File: src/rtl/bpsk_transmitter_pkg.sv
// Shared defaults and the carrier sine table for the BPSK transmitter.
// The table holds one carrier cycle of 14 samples at 8-bit amplitude.
package bpsk_transmitter_pkg;

    localparam int DATA_WIDTH_DEF      = 8;
    localparam int SINE_RESOLUTION_DEF = 7;
    localparam int WAVELENGTH_DEF      = 14;
    localparam int SHIFT_DEF           = 7;
    localparam int PACKET_SIZE_DEF     = 128;

    // round(128 + 127*sin(2*pi*p/14)); out-of-range phases return mid-scale
    function automatic logic [7:0] sine_lut(input logic [7:0] p);
        logic [7:0] v;
        case (p)
            8'd0:    v = 8'd128;
            8'd1:    v = 8'd183;
            8'd2:    v = 8'd227;
            8'd3:    v = 8'd252;
            8'd4:    v = 8'd252;
            8'd5:    v = 8'd227;
            8'd6:    v = 8'd183;
            8'd7:    v = 8'd128;
            8'd8:    v = 8'd73;
            8'd9:    v = 8'd29;
            8'd10:   v = 8'd4;
            8'd11:   v = 8'd4;
            8'd12:   v = 8'd29;
            8'd13:   v = 8'd73;
            default: v = 8'd128;
        endcase
        return v;
    endfunction

endpackage

File: src/rtl/bpsk_pwm.sv
// Free-running PWM: counter, duty compare, end-of-period tick, and the duty
// register that only reloads on that tick so a period's duty never changes.
module bpsk_pwm #(
    parameter int DATA_WIDTH = 8
) (
    input  logic                  clk,
    input  logic                  rst_n,
    input  logic [DATA_WIDTH-1:0] amp_next,
    output logic                  pwm_out,
    output logic                  sample_tick,
    output logic [DATA_WIDTH-1:0] amp
);

    logic [DATA_WIDTH-1:0] pwm_cnt_reg;
    logic [DATA_WIDTH-1:0] amp_reg;

    assign sample_tick = (pwm_cnt_reg == {DATA_WIDTH{1'b1}});
    assign pwm_out     = (pwm_cnt_reg < amp_reg);
    assign amp         = amp_reg;

    always_ff @(posedge clk or negedge rst_n) begin
        if (!rst_n) begin
            pwm_cnt_reg <= '0;
            amp_reg     <= '0;
        end else begin
            pwm_cnt_reg <= pwm_cnt_reg + 1'b1;
            if (sample_tick) begin
                amp_reg <= amp_next;
            end
        end
    end

endmodule

File: src/rtl/bpsk_transmitter.sv
// BPSK transmitter: carrier phase accumulator, sine lookup and packet serialiser
// feeding a PWM generator; a '1' bit shifts the carrier by half a cycle.
module bpsk_transmitter
    import bpsk_transmitter_pkg::*;
#(
    parameter int DATA_WIDTH      = DATA_WIDTH_DEF,
    parameter int SINE_RESOLUTION = SINE_RESOLUTION_DEF,
    parameter int WAVELENGTH      = WAVELENGTH_DEF,
    parameter int SHIFT           = SHIFT_DEF,
    parameter int PACKET_SIZE     = PACKET_SIZE_DEF
) (
    input  logic                   clk,
    input  logic                   rst_n,
    input  logic [PACKET_SIZE-1:0] packet,
    output logic                   pwm_out,
    output logic                   sample_tick,
    output logic                   current_bit,
    output logic [DATA_WIDTH-1:0]  tx_phase,
    output logic [DATA_WIDTH-1:0]  amp,
    output logic                   packet_done
);

    localparam int BIT_W = (PACKET_SIZE > 1) ? $clog2(PACKET_SIZE) : 1;

    localparam logic [DATA_WIDTH:0]   WAVE_EXT   = (DATA_WIDTH+1)'(WAVELENGTH);
    localparam logic [DATA_WIDTH:0]   SHIFT_EXT  = (DATA_WIDTH+1)'(SHIFT);
    localparam logic [DATA_WIDTH-1:0] PHASE_LAST = DATA_WIDTH'(WAVELENGTH - 1);
    localparam logic [BIT_W-1:0]      IDX_LAST   = BIT_W'(PACKET_SIZE - 1);

    if (WAVELENGTH != 2 * SINE_RESOLUTION) begin : g_bad_wavelength
        $error("WAVELENGTH must equal 2*SINE_RESOLUTION");
    end
    if (SHIFT != WAVELENGTH / 2) begin : g_bad_shift
        $error("SHIFT must equal WAVELENGTH/2");
    end

    logic [DATA_WIDTH-1:0] phase_reg;
    logic [BIT_W-1:0]      bit_idx_reg;
    logic [BIT_W-1:0]      bit_pos;
    logic [DATA_WIDTH:0]   phase_sum;
    logic [DATA_WIDTH-1:0] amp_next;
    logic                  phase_wrap;

    // MSB first: bit_idx 0 selects packet[PACKET_SIZE-1]
    assign bit_pos     = IDX_LAST - bit_idx_reg;
    assign current_bit = packet[bit_pos];

    assign phase_sum = {1'b0, phase_reg} + (current_bit ? SHIFT_EXT : '0);
    assign tx_phase  = (phase_sum >= WAVE_EXT) ? DATA_WIDTH'(phase_sum - WAVE_EXT)
                                               : phase_sum[DATA_WIDTH-1:0];

    assign amp_next = DATA_WIDTH'(sine_lut(8'(tx_phase)));

    // A bit boundary always coincides with the carrier wrapping to phase 0
    assign phase_wrap  = sample_tick && (phase_reg == PHASE_LAST);
    assign packet_done = phase_wrap && (bit_idx_reg == IDX_LAST);

    always_ff @(posedge clk or negedge rst_n) begin
        if (!rst_n) begin
            phase_reg   <= '0;
            bit_idx_reg <= '0;
        end else if (sample_tick) begin
            if (phase_wrap) begin
                phase_reg   <= '0;
                bit_idx_reg <= (bit_idx_reg == IDX_LAST) ? '0 : bit_idx_reg + 1'b1;
            end else begin
                phase_reg <= phase_reg + 1'b1;
            end
        end
    end

    bpsk_pwm #(
        .DATA_WIDTH (DATA_WIDTH)
    ) u_pwm (
        .clk         (clk),
        .rst_n       (rst_n),
        .amp_next    (amp_next),
        .pwm_out     (pwm_out),
        .sample_tick (sample_tick),
        .amp         (amp)
    );

endmodule

File: config.mk
export PLATFORM = sky130hd
export DESIGN_NAME = bpsk_transmitter
export DESIGN_NICKNAME = d
export VERILOG_FILES = /design/src/rtl/bpsk_transmitter_pkg.sv /design/src/rtl/bpsk_pwm.sv /design/src/rtl/bpsk_transmitter.sv
export SDC_FILE = /design/constraint.sdc
export NUM_CORES = 1
export LEC_CHECK = 0
export CAP_MARGIN = 20
export CORE_UTILIZATION = 44
export DETAILED_ROUTE_END_ITERATION = 10
export GPL_TIMING_DRIVEN = 0
export MAX_ROUTING_LAYER = met4
export PLACE_DENSITY = 0.82
export REMOVE_ABC_BUFFERS = 1
export SKIP_CTS_REPAIR_TIMING = 1
export SLEW_MARGIN = 20
export SYNTH_ARGS = -nofsm -noshare
export SYNTH_HDL_FRONTEND = slang
export SYNTH_HIERARCHICAL = 1
export SYNTH_SLANG_ARGS = --single-unit
File: constraint.sdc
create_clock -name clk -period 8.25 [get_ports clk]
set_input_delay 1.2375 -clock clk [delete_from_list [all_inputs] [get_ports clk]]
set_output_delay 1.2375 -clock clk [all_outputs]
set_load 0.01 [all_outputs]
Yosys cells after proc, flatten, opt, wreduce, memory -nomap -nowiden
Memories as Yosys holds them, arrays and structs flattened.
Cells that the tools add are included.
W data, S select, Z words.
{ "word_totals": {"word_cells": 28, "mem_count": 1, "reg_bits": 31, "rom_bits": 128, "out_inout_bits": 20, "in_bits": 130} }
{ "mem_list": {"columns": ["name", "depth", "width", "rd", "rd_clocked_by_memory_dff", "write_ports", "line", "rtl"], "rows": [
  ["(name not given)", 16, 8, 1, 0, 0, "bpsk_transmitter_pkg.sv:14", "case (p)"]
]} }
{ "op_classes": {"magnitude_cmp": 3, "muxes": 7, "n_reduce_logical": 4, "addsub": 6, "n_eq_ne": 3} }
{ "ops": {"columns": ["operator", "count"], "rows": [
  ["$mux W8", 3],
  ["$add A8 B1 Y8 const B", 2],
  ["$add A8 B3 Y9", 1],
  ["$ge A9 B4 Y1 const B", 1],
  ["$eq A8 B4 Y1 const B", 1],
  ["$eq A8 B8 Y1 const B", 1],
  ["$lt A7 B8 Y1 const B", 1],
  ["$lt A8 B8 Y1", 1],
  ["$sub A8 B4 Y8 const B", 1],
  ["$add A7 B1 Y7 const B", 1],
  ["$bmux W1 S7", 1],
  ["$eq A7 B7 Y1 const B", 1],
  ["$mux W7", 1],
  ["$sub A7 B7 Y7 const A", 1],
  ["$logic_not A4 Y1", 1],
  ["$mux W3", 1],
  ["$logic_and A1 B1 Y1", 2],
  ["$reduce_and A2 Y1", 1],
  ["$mux W1", 1]
]} }

Logic depth before layout (Yosys ltp)
Gate-level depths: netlist of the first run.
{ "depth": {"ltp_word": 9, "depth_mapped": 25, "depth_no_buf": 21} }

Cells and area by module
Netlist of the first run, hierarchy kept.
{ "by_module_without_submodules": {"columns": ["module", "cells_per_inst", "area_per_inst_um2", "instances", "seq_area_each_um2"], "rows": [
  ["bpsk_transmitter", 262, 2746.4, 1, 375.4],
  ["bpsk_pwm", 69, 803.3, 1, 400.4]
]} }

Worst setup path after synthesis of the first run
Ideal clock, no wire load.
{ "synth_path": {"path_type": "in2out", "start": "in packet[32]", "end": "out tx_phase[1]", "required_time_ns": 7.013, "slack_ns": 1.478, "path_buffers": 1, "arrival_time_ns": 5.534, "stages": 15, "cell_sequence": "mux4_2 > mux4_2 > mux4_2 > inv_1 > o21ai_0 > ha_1 > fa_1 > xor2_2 > ha_1 > buf_2 > a221oi_4 > o211ai_4 > nor2_8 > xor2_1 > inv_1"} }
{ "synth_via": {"elab_chain_cells": 6, "word_cells_on_any_way": 7, "cone_classes": "add/sub: 2; order compare: 1; mux: 4"} }
{ "synth_lines": {"columns": ["element", "line", "rtl"], "rows": [
  ["from (decl)", "bpsk_transmitter.sv:14", "input logic [PACKET_SIZE-1:0] packet,"],
  ["$bmux W1 S7 (*)", "bpsk_transmitter.sv:46", "assign current_bit = packet[bit_pos];"],
  ["$mux W1 (not written as such) (*)", "bpsk_transmitter.sv:46", null],
  ["net current_bit", "bpsk_transmitter.sv:17", "output logic current_bit,"],
  ["$mux W3 (*)", "bpsk_transmitter.sv:48", "assign phase_sum = {1'b0, phase_reg} + (current_bit ? SHIFT_EXT : '0);"],
  ["$add A8 B3 Y9 (*)", "bpsk_transmitter.sv:48", null],
  ["$sub A8 B4 Y8 or $ge A9 B4 Y1 (tied branches)", "bpsk_transmitter.sv:49", "assign tx_phase = (phase_sum >= WAVE_EXT) ? DATA_WIDTH'(phase_sum - WAVE_EXT)"],
  ["$mux W8 (*)", "bpsk_transmitter.sv:49", null],
  ["to (decl)", "bpsk_transmitter.sv:18", "output logic [DATA_WIDTH-1:0] tx_phase,"]
]} }
The timed path passes the listed nets; every way through them passes the cells marked *. The select of a mux whose other input is x is not followed.

Final worst setup path of the first run
{ "layout_path": {"start": "in packet[43]", "end": "out tx_phase[1]"} }
{ "layout_via": {"elab_chain_cells": 6, "word_cells_on_any_way": 7, "cone_classes": "add/sub: 2; order compare: 1; mux: 4"} }
{ "layout_lines": {"columns": ["element", "line"], "rows": [
  ["$bmux W1 S7 (*)", "bpsk_transmitter.sv:46"],
  ["$mux W1 (not written as such) (*)", "bpsk_transmitter.sv:46"],
  ["$mux W3 (*)", "bpsk_transmitter.sv:48"],
  ["$add A8 B3 Y9 (*)", "bpsk_transmitter.sv:48"],
  ["$sub A8 B4 Y8 or $ge A9 B4 Y1 (tied branches)", "bpsk_transmitter.sv:49"],
  ["$mux W8 (*)", "bpsk_transmitter.sv:49"]
]} }
Mark *: on every way between the ends. The rest lies on a longest branch, timed or not. The select of a mux whose other input is x is not followed.

==> summary.txt, run 1 <==
Overflow left after global routing: 0
Core footprint: 0.007767 mm²
Maximum fanout along the worst path: 13
Worst Hold Class: reg -> reg
H-tree levels: 2
Pre-CTS WS: 185.5 ps
# fillers: 593
Inst Count DP: 561
Die X-Extent: 91.82 µm
CTS Root Cell: clkbuf_8
Largest net degree at the start of global routing: 38
Die H: 91.82 µm
Diode count: 0
Clock insertion delay at the later pin of the skew report: 280 ps
Pwr dens: 78.24 mW/mm²
Detailed Route WL: 9.867 mm
Post-route non-filler standard cell count: 569
Area growth, synth to finish: 46.92%
Drt wl/cell: 17.34 µm
CTS tree: done
Vias per inst: 5.691
Worst setup margin: 304.1 ps
Final instance area: 0.005215 mm²
CTS Sinks: 31
Post-synthesis sequential area ratio: 21.85%
Worst Path Arrival: 6710 ps
GP Congestion: 0.8302
Final critical-path required period: 7946 ps
Vias: 3238
1st-pass router iterations: 4
Final ANT Viol Nets: 0
Fin Clk Skew: 3.586 ps
Synth area leader: mux4_2
CTS clk-pin slew, worst paths: 60 ps
First-pass GRT wire length: 16.46 mm
Distinct cell type count after synthesis: 59
Worst Max-Slew Pin Slew: 873.1 ps
I/O Buffers: 149
Final Max Tran Viols: 0
Startpoint Class: primary input
CP required: 7010 ps
Dpl hpwl: 8.177 mm
Synth top area share: 26.01%
Final period util: 96.31%
Layout cell share with drive strength beyond 1: 18.63%
Initial drt markers: 164
Sum of negative setup slack: 0 ps
Relative slew slack: 41.40%
Max VDD drop: 67.44 µV
Overall Global Routing Usage: 25.41%
Final setup fails: 0
Nets: 619
FMAX: 125.9 MHz
Status: complete, no violations
Top area cells in the synthesized netlist: mux4_2 26%, dfrtp_1 22%, ha_1 7.8%
CTS buffer count: 5
Critical path type: in -> out
Placed cell area: 0.005090 mm²
Clk buf depth: 2
CP endpoint kind: output port
Starting density of the core: 45.70%
Die area: 0.008431 mm²
DRC: 0
Mapped cell area: 0.003550 mm²
Main synth FF type: dfrtp_1
Post-synthesis register bit count: 31
Lkg Pwr: 2.028 nW
IO Pins: 150
Antenna violations before repair: 0
Number of synthesized flops with an enable pin: 0
Fin. Hold Viols: 0
Row cnt: 32
Async S/R FF share, synth: 100.0%
Vias in the first global route: 3535
Pwr Total: 0.4080 mW
Syn Inst Count: 331
Mean post-synth cell area: 10.72 µm²
YS warnings: 6
RSZ-0062 raised after global routing: false
Maxcap violations: 0
[metrics by stage]
| step | util [%] | hold slack [ps] |
|---|---|---|
| final | 67.14 | 533.8 |
| after global routing | 67.14 | 547.7 |
| after CTS | 67.04 | 534.0 |
| after detailed placement | 65.53 | 519.9 |
| after global placement | 65.30 | 490.2 |
| after floorplan | - | 462.8 |
[synthesized netlist by cell type, types with 2 or more instances]
cell	instances
mux4_2	41
dfrtp_1	31
nor2_1	24
ha_1	22
nand2_1	21
inv_1	16
a21oi_1	15
nand3_1	13
buf_2	11
mux2_2	11
o21ai_0	11
xor2_1	11
xnor2_1	10
clkbuf_1	8
nand4_1	8
nor3_1	7
a211oi_1	4
a211oi_2	4
a21o_1	4
and3_1	4
o211ai_1	4
buf_1	3
nand2b_1	3
or3_1	3
a211o_1	2
a221oi_1	2
and2_1	2
nand3_2	2
nor2b_1	2
nor3_4	2
o21ai_1	2
[layer usage]
metal,share of wire (%),routed length (µm),vias up,track usage (%)
li1,-,-,1536,-
met1,39,3860,1568,28.36
met2,55,5395,122,47.62
met3,4.8,472,12,3.483
met4,1.4,140,0,6.510
met5,0,0,-,-
[layout by cell type, fill, tap and decap left out, types with 6 or more instances in the layout]
| master | netlist | layout |
|---|---|---|
| a21oi_1 | 15 | 15 |
| clkbuf_8 | 0 | 6 |
| clkdlybuf4s50_1 | 0 | 148 |
| dfrtp_1 | 31 | 29 |
| ha_1 | 22 | 22 |
| inv_1 | 16 | 16 |
| mux2_2 | 11 | 11 |
| mux4_2 | 41 | 41 |
| nand2_1 | 21 | 21 |
| nand3_1 | 13 | 13 |
| nand4_1 | 8 | 8 |
| nor2_1 | 24 | 24 |
| nor3_1 | 7 | 7 |
| o21ai_0 | 11 | 10 |
| xnor2_1 | 10 | 10 |
| xor2_1 | 11 | 10 |
[cell families after synthesis]
logic type / Yosys count / share of synthesized area, %
AOI/OAI and AO/OA: 62 / 13.32
DFF: 31 / 21.85
adders and majority gates: 23 / 8.319
xor gates and xnor gates: 23 / 6.098
buffers and inverters: 39 / 4.653
muxes: 55 / 30.84
and+or+nand+nor: 98 / 14.91
[final cells by class]
type                    count  area (µm²)  area share [%]
clock buffers               6       82.58           1.583
inverters                  17       68.82           1.320
repair buffers            150        1506           28.89
flip-flops and latches     31       778.2           14.92
clock inverters             2       35.03          0.6718
well taps                 102       127.6           2.447
multi-input cells         261        2616           50.17
[critical path, cell delays in order]
cell	delay (ps)
clkdlybuf4s50_1	450
mux4_2	470
mux4_2	470
mux4_2	470
inv_1	70
o21ai_1	270
ha_1	400
fa_1	660
ha_1	440
a221oi_4	400
o211ai_4	190
nor2_8	200
xor2_2	320
inv_1	160
clkdlybuf4s50_1	520
[report_power, final]
group          internal (mW)  switching, mW
registers              0.152              0
clock network         0.0976         0.0557
logic                 0.0745         0.0282
[path summary, 6_finish.rpt]
path | start | end | slack [ps] | cells past startpoint
setup reg to reg | bit_idx_reg[0] | u_pwm/amp[6] | 1540 | 20
hold / removal | u_pwm/amp[0] | u_pwm/amp[0] | 530 | 1
setup / recovery | packet[43] | tx_phase[1] | 300 | 15
min in group asynchronous | rst_n | u_pwm/amp[3] | 990 | 1
max in group asynchronous | rst_n | bit_idx_reg[0] | 6770 | 1
hold reg to reg | u_pwm/amp[0] | u_pwm/amp[0] | 530 | 1
Power figures use the tool's default switching activity.
==> inputs of run 2 (changes only) <==
- CTS_CLUSTER_SIZE: unset -> 24
==> results of run 2 <==
The final DEF is identical to that of run 1; final timing and power are the same.
==> inputs of run 3 (changes only) <==
- RECOVER_POWER: unset -> 25
==> summary.txt, run 3 (synthesized netlist as in run 1, its figures left out) <==
Status: complete, but fails checks
Failing checks: max-capacitance violations, max-slew violations
FMAX: 125.9 MHz
Clock insertion delay at the later pin of the skew report: 280 ps
Final critical-path required period: 7945 ps
Pint: 0.3241 mW
Nets: 619
Overall Global Routing Usage: 25.41%
CTS clk-pin slew, worst paths: 60 ps
First-pass GRT wire length: 16.46 mm
Startpoint Class: primary input
H-tree levels: 2
Final period util: 96.31%
CTS Root Cell: clkbuf_8
Final ANT Viol Nets: 0
Final instance area: 0.005209 mm²
Pwr Total: 0.4080 mW
Die area: 0.008431 mm²
Die H: 91.82 µm
Final setup fails: 0
Worst Path Arrival: 6710 ps
Fin. Hold Viols: 0
Placed cell area: 0.005090 mm²
Worst setup margin: 304.5 ps
Drt wl/cell: 17.36 µm
Maxcap violations: 1
I/O Buffers: 149
RSZ-0062 raised after global routing: false
Sw power: 0.08396 mW
Sw Ratio: 20.58%
Worst Hold Class: reg -> reg
Diode count: 0
Core footprint: 0.007767 mm²
Worst Max-Slew Pin Slew: 1633 ps
Clock share of power: 37.6%
Most common cell after layout, fill and taps aside: clkdlybuf4s50_1
Die X-Extent: 91.82 µm
Clk buf depth: 2
Starting density of the core: 45.70%
Detailed Route WL: 9.875 mm
CTS Sinks: 31
Overflow left after global routing: 0
GP Congestion: 0.8302
CTS tree: done
Critical path type: in -> out
1st-pass router iterations: 4
Fin Hold WS: 532.7 ps
CP required: 7010 ps
Lkg Pwr: 2.025 nW
Sequential Power Share: 37.3%
Vias in the first global route: 3535
Layout cell share with drive strength beyond 1: 18.20%
Area of the multi-input gates: 0.002611 mm²
Final Max Tran Viols: 32
CP endpoint kind: output port
CTS buffer count: 5
Initial drt markers: 166
Max VDD drop: 67.44 µV
# fillers: 595
Antenna violations before repair: 0
Logic pwr share: 25.2%
FF+latch area: 778.2 µm²
Area growth, synth to finish: 46.74%
Dpl hpwl: 8.177 mm
Sum of negative setup slack: 0 ps
Row cnt: 32
Vias per inst: 5.691
Largest net degree at the start of global routing: 38
DRC: 0
Vias: 3238
Pre-CTS WS: 185.5 ps
Maximum fanout along the worst path: 13
Relative slew slack: -8.855%
Fin Clk Skew: 3.759 ps
Pwr dens: 78.34 mW/mm²
IO Pins: 150
Most frequent cells in the layout: 148 x clkdlybuf4s50_1, 41 x mux4_2, 29 x dfrtp_1, 24 x nor2_1, 22 x ha_1
## run 3: cell count changes in the layout (fill, tap and decap cells not counted)
cell and delta:
nand3_2 -1, nand3_1 +1, buf_2 -1, clkbuf_1 +1
## run 3: worst paths after layout
path                                      start                   end  slack [ps]  cells past startpoint
setup / recovery                     packet[43]           tx_phase[1]         300                     15
hold / removal             u_pwm/pwm_cnt_reg[0]  u_pwm/pwm_cnt_reg[0]         530                      1
setup reg to reg                 bit_idx_reg[0]          u_pwm/amp[6]        1540                     20
hold reg to reg            u_pwm/pwm_cnt_reg[0]  u_pwm/pwm_cnt_reg[0]         530                      1
max in group asynchronous                 rst_n        bit_idx_reg[0]        5820                      1
min in group asynchronous                 rst_n          u_pwm/amp[3]        1360                      1
## run 3: final cells by class
| class | instances | share of cell area, % |
|---|---|---|
| multi-input cells | 261 | 50.13 |
| repair buffers | 150 | 28.90 |
| flip-flops and latches | 31 | 14.94 |
| well taps | 102 | 2.450 |
| clock buffers | 6 | 1.585 |
| inverters | 17 | 1.321 |
| clock inverters | 2 | 0.6726 |
## run 3: through the flow
step,cells,util [%]
final,569,67.06
after detailed placement,561,65.53
after floorplan,309,-
after CTS,569,67.04
after global routing,569,67.06
after global placement,560,65.30
## run 3: worst max-delay path: stages
cell and delay, ps:
clkdlybuf4s50_1 450, mux4_2 470, mux4_2 470, mux4_2 470, inv_1 70, o21ai_1 270, ha_1 400, fa_1 660
ha_1 440, a221oi_4 400, o211ai_4 190, nor2_8 200, xor2_2 320, inv_1 160, clkdlybuf4s50_1 520
## run 3: routing by layer
metal  share of wire [%]  GRT usage (%)  wire, µm
met1                  39          28.36      3868
met2                  55          47.62      5395
met3                 4.8          3.483       472
met4                 1.4          6.510       140
met5                   0              -         0
## run 3: power by group through the flow
stage / clock [mW] / combinational [mW] / sequential [mW]
after floorplan: 0 / 0.0305 / 0.155
after global placement: 0 / 0.101 / 0.155
after detailed placement: 0 / 0.103 / 0.155
after CTS: 0.156 / 0.104 / 0.152
after global routing: 0.163 / 0.110 / 0.152
final: 0.153 / 0.103 / 0.152
